**src/rtl/unary_stream_gen.sv**
```systemverilog
// rtl/unary_stream_gen.sv - unary operand stream generator for a sign-magnitude unary MAC cell
// Optional feature macro: UNARY_GEN_EARLY_EXIT_EN ends each window after max(mag_a,1) outer passes.
module unary_stream_gen #(
    parameter int MAG_WIDTH = 4
) (
    input  logic                 clk,
    input  logic                 reset_n,
    input  logic                 flush,
    input  logic                 in_valid,
    output logic                 in_ready,
    input  logic [MAG_WIDTH-1:0] in_a_mag,
    input  logic                 in_a_neg,
    input  logic [MAG_WIDTH-1:0] in_b_mag,
    input  logic                 in_b_neg,
    output logic                 a,
    output logic                 b,
    output logic                 pos,
    output logic                 busy,
    output logic                 done
);

    typedef enum logic {
        ST_IDLE = 1'b0,
        ST_RUN  = 1'b1
    } state_t;

    localparam logic [MAG_WIDTH-1:0] CNT_ZERO = '0;
    localparam logic [MAG_WIDTH-1:0] CNT_ONE  = MAG_WIDTH'(1);
    localparam logic [MAG_WIDTH-1:0] CNT_MAX  = '1;

    state_t               state_q, state_d;
    logic [MAG_WIDTH-1:0] i_q, i_d;
    logic [MAG_WIDTH-1:0] j_q, j_d;
    logic [MAG_WIDTH-1:0] mag_a_q, mag_a_d;
    logic [MAG_WIDTH-1:0] mag_b_q, mag_b_d;
    logic                 pos_q, pos_d;

    logic                 run;
    logic [MAG_WIDTH-1:0] last_i;
    logic                 final_beat;
    logic                 accept;

    // Outer-counter value on the last beat of a window
    always_comb begin
`ifdef UNARY_GEN_EARLY_EXIT_EN
        // Rows with i >= mag_a never contribute a & b, so stop after the last useful row
        // (a zero magnitude still runs one row so every window has at least one beat).
        last_i = (mag_a_q == CNT_ZERO) ? CNT_ZERO : (mag_a_q - CNT_ONE);
`else
        last_i = CNT_MAX;
`endif
    end

    assign run        = (state_q == ST_RUN);
    assign final_beat = run && (i_q == last_i) && (j_q == CNT_MAX);

    // Flush blocks acceptance; otherwise accept while idle or on the last beat for back-to-back windows
    assign in_ready = !flush && (!run || final_beat);
    assign accept   = in_valid && in_ready;

    // Stream outputs decoded purely from registered counters and captured operands
    assign a    = run && (i_q < mag_a_q);
    assign b    = run && (j_q < mag_b_q);
    assign pos  = run && pos_q;
    assign busy = run;
    assign done = final_beat;

    // Next-state: flush first, then operand capture, then counter stepping
    always_comb begin
        state_d = state_q;
        i_d     = i_q;
        j_d     = j_q;
        mag_a_d = mag_a_q;
        mag_b_d = mag_b_q;
        pos_d   = pos_q;
        if (flush) begin
            state_d = ST_IDLE;
            i_d     = CNT_ZERO;
            j_d     = CNT_ZERO;
        end else if (accept) begin
            state_d = ST_RUN;
            i_d     = CNT_ZERO;
            j_d     = CNT_ZERO;
            mag_a_d = in_a_mag;
            mag_b_d = in_b_mag;
            pos_d   = ~(in_a_neg ^ in_b_neg);
        end else if (run) begin
            if (final_beat) begin
                state_d = ST_IDLE;
                i_d     = CNT_ZERO;
                j_d     = CNT_ZERO;
            end else begin
                j_d = j_q + CNT_ONE;
                if (j_q == CNT_MAX) begin
                    i_d = i_q + CNT_ONE;
                end
            end
        end
    end

    // State and operand registers; reset abandons any window at once
    always_ff @(posedge clk or negedge reset_n) begin
        if (!reset_n) begin
            state_q <= ST_IDLE;
            i_q     <= CNT_ZERO;
            j_q     <= CNT_ZERO;
            mag_a_q <= CNT_ZERO;
            mag_b_q <= CNT_ZERO;
            pos_q   <= 1'b1;
        end else begin
            state_q <= state_d;
            i_q     <= i_d;
            j_q     <= j_d;
            mag_a_q <= mag_a_d;
            mag_b_q <= mag_b_d;
            pos_q   <= pos_d;
        end
    end

endmodule

```
**config.mk**
```make
export PLATFORM = sky130hd
export DESIGN_NAME = unary_stream_gen
export DESIGN_NICKNAME = d
export VERILOG_FILES = /design/src/rtl/unary_stream_gen.sv
export SDC_FILE = /design/constraint.sdc
export NUM_CORES = 1
export LEC_CHECK = 0
export BUFFER_PORTS_ARGS = -buffer_cell sky130_fd_sc_hd__buf_2
export CAP_MARGIN = 20
export CORE_ASPECT_RATIO = 0.75
export CORE_UTILIZATION = 50
export CTS_CLUSTER_SIZE = 20
export DETAILED_ROUTE_END_ITERATION = 10
export GPL_TIMING_DRIVEN = 0
export HOLD_SLACK_MARGIN = 0.1
export PLACE_DENSITY_LB_ADDON = 0.1
export SYNTH_ARGS = -nofsm -noshare
export SYNTH_HDL_FRONTEND = slang
export SYNTH_SLANG_ARGS = --single-unit
```
**constraint.sdc**
```tcl
create_clock -name clk -period 4.4 [get_ports clk]
set_input_delay 0.44 -clock clk [delete_from_list [all_inputs] [get_ports clk]]
set_output_delay 0.44 -clock clk [all_outputs]
set_load 0.05 [all_outputs]
```
==> metrics <==
Logic pwr share 24.9%; Global Route Usage Sum 21.2%; I/O Buffers 19; hpwl dp 1600 um; Psw 0.000112 W; Max Slew Vio Count 0; Avg Cell Area, Syn 11.0 um^2; Final nets 145; Critical Path AT 1900 ps; sequential-to-total area share from yosys stat 42.0%; layout cell share with drive strength beyond 1 32.0%; clock skew 3.48 ps; CP endpoint kind output pin; critical path class reg -> out; n_diodes 0; CP top delay family compound AO/OA/AOI/OAI gates; warnings from Yosys 0; commonest non-fill, non-tap cell in the layout buf_2; RSZ-0062 raised after global routing no; Hold Violations, Final 0; Routed WL 2140 um; fin crit share 53.1%; Pwr Density 305 mW/mm^2; Top Ports 20; Post-Syn Instances 98; setup TNS 0 ps; Inserted Clock Buffers 3; Layout Area Growth over Synthesis 15.0%; register share of total power 51.8%; register area 452 um^2; Worst Tran Pin Value 482 ps; top cell type's share of synthesized area 39.5%; via density per instance 5.52; post-layout minimum cycle time 2340 ps; worst min-delay path category in -> reg; outcome finished, final reports clean; cell area after synthesis 0.00108 mm^2; total die area 0.00234 mm^2; DR iter-0 viols 17; antenna-violating nets left 0; Post-Place Worst Slack 2390 ps; worst reg2reg path depth 6; Layout fillers 183; Initial Utilization 53.4%; P_int 0.000266 W; crit path max fanout 4; fmax 428 MHz; Reg clk slew, reported paths 100 ps; final worst slack 2060 ps; Worst EP required 3960 ps; vias post-DR 806; grt total ovfl 0; final setup violating endpoints 0; Routed WL per cell 14.6 um; critical path depth 5; Slew headroom 67.6%; sw frac 29.5%; htree depth 1; Max VDD drop 0.000217 V; Startpoint Class register; initial antenna violation count 0; Distinct cells, synth 35; flops & latches, synth 18; largest net degree at the start of global routing 19; Crit-path slowest cell dfrtp_1; Synth Net Count 120; GPL Wtd Cong 0.784; first-pass GRT wire length 3660 um; clk buf depth 2; Lkg Pwr 0.653 nW; Die X 55.6 um; top cells by area, synth dfrtp_1 (40%), mux2_4 (13%), ha_1 (9.3%); CTS sink count 18; TritonCTS clock tree yes; crit path cell chain ha_1 -> a21o_1 -> a21o_1 -> a211oi_1 -> buf_2; Site Rows 14; power share of the clock group 23.4%; Synth area leader dfrtp_1; clock latency on the worst-skew pair 300 ps; max-capacitance violation count 0; commonest non-fill, non-tap cells in the layout buf_2 (20), dfrtp_1 (17), mux2_4 (9); critical path's most frequent cell a21o_1; Buf+Inv Stages, Crit Path 1; multi-input logic area 574 um^2; Die Y 42.2 um; drt drc 0; root buffer cell clkbuf_4; CTS-repair resized insts 0; drt pass-1 iters 4; max incr delay on CP 430 ps; core footprint 0.00201 mm^2; hold path depth 2; vias in the first global route 779
[sequential cells by signal, indices dropped and copies added (netlist names)]
signal	count
busy	1
i_q	4
mag_b_q	4
pos_q	1
mag_a_q	4
j_q	4
[worst register-to-register path, delay by kind of cell (launching register included)]
kind / cells / cell delay, ps
simple gates: 2 / 600
compound gates: 1 / 80
buf+inv: 1 / 180
mux: 1 / 300
flops: 1 / 420
fa+ha+maj: 1 / 260
[metal layers]
layer  vias up  share of wire [%]  global-route usage, %  wire length, um
met4         0                1.7                   9.00               36
met2        13                 46                   33.0              990
met1       388                 48                   27.6             1040
li1        400                  -                      -                -
met3         5                3.4                   6.48               73
met5         -                  0                      0                0
[per-stage QoR]
stage / power, W / hold WS [ps] / utilization [%] / cell area, um^2 / std cells
3_5_place_dp: 0.000293 / 395 / 59.6 / 1200 / 141
3_3_place_gp: 0.000287 / 397 / 59.6 / 1200 / 141
2_1_floorplan: 0.000265 / 144 / - / 1080 / 98
6_report: 0.000378 / 366 / 61.4 / 1240 / 146
4_1_cts: 0.000383 / 356 / 61.4 / 1240 / 146
5_1_grt: 0.000400 / 343 / 61.4 / 1240 / 146
[cells by family (layout without fill, tap and decap cells)]
logic type                 Yosys count  after routing  share of synthesized area, %
AOI/OAI and AO/OA                   17             17                          10.8
xor gates and xnor gates             3              3                          2.44
and+or+nand+nor                     31             31                          17.3
adders and majority gates            8              8                          9.30
buffers and inverters               11             35                          4.65
muxes                               10             10                          13.5
DFF                                 18             18                          42.0
[power groups by stage]
stage	logic [W]	clock network [W]	registers, W
6_report	0.0000940	0.0000883	0.000196
3_5_place_dp	0.0000939	0	0.000199
5_1_grt	0.000104	0.0000982	0.000198
2_1_floorplan	0.0000681	0	0.000197
4_1_cts	0.0000955	0.0000917	0.000196
3_3_place_gp	0.0000903	0	0.000197
[path summary, 6_finish.rpt]
check                            start          to  slack, ps
setup / recovery                i_q[1]           a       2060
hold / removal             in_b_mag[2]  mag_b_q[2]        370
setup reg to reg                j_q[0]  mag_a_q[1]       2450
hold reg to reg             mag_b_q[2]  mag_b_q[2]        520
max in group asynchronous      reset_n       pos_q       3490
min in group asynchronous      reset_n        busy        580
[final cells by class]
| class | count | share of cell area (%) |
|---|---|---|
| sequential | 18 | 36.5 |
| timing repair buffer | 20 | 8.49 |
| inverter | 8 | 2.43 |
| multi-input combinational | 69 | 46.4 |
| tap | 24 | 2.43 |
| clock buffer | 4 | 2.12 |
| buffer | 3 | 1.62 |
[timing repair]
action / in CTS / in global routing
endpoints found under the hold margin: 17 / 0
buffers inserted: 0 / 0
hold buffers: 1 / 0
[synth_stat cells]
cell,number
and3_4,2
o21ai_1,1
a21oi_2,1
xor2_1,2
a22oi_1,1
nand3_1,4
nor4_1,1
o21ai_0,4
a21oi_1,1
dfstp_2,1
or4b_1,2
nor3_1,2
mux2i_1,1
nand2b_1,2
buf_2,1
or3b_1,1
a21o_1,4
nor2b_1,1
nand4_1,1
clkbuf_1,1
inv_2,1
dfrtp_1,17
ha_1,8
xnor2_1,1
or4_1,1
o41ai_1,2
inv_1,7
a211oi_1,3
nor2_1,7
nand2_1,3
and2_1,1
nand3b_1,2
mux2_4,9
buf_6,1
and3_2,1
(Power assumes the default switching activity.)
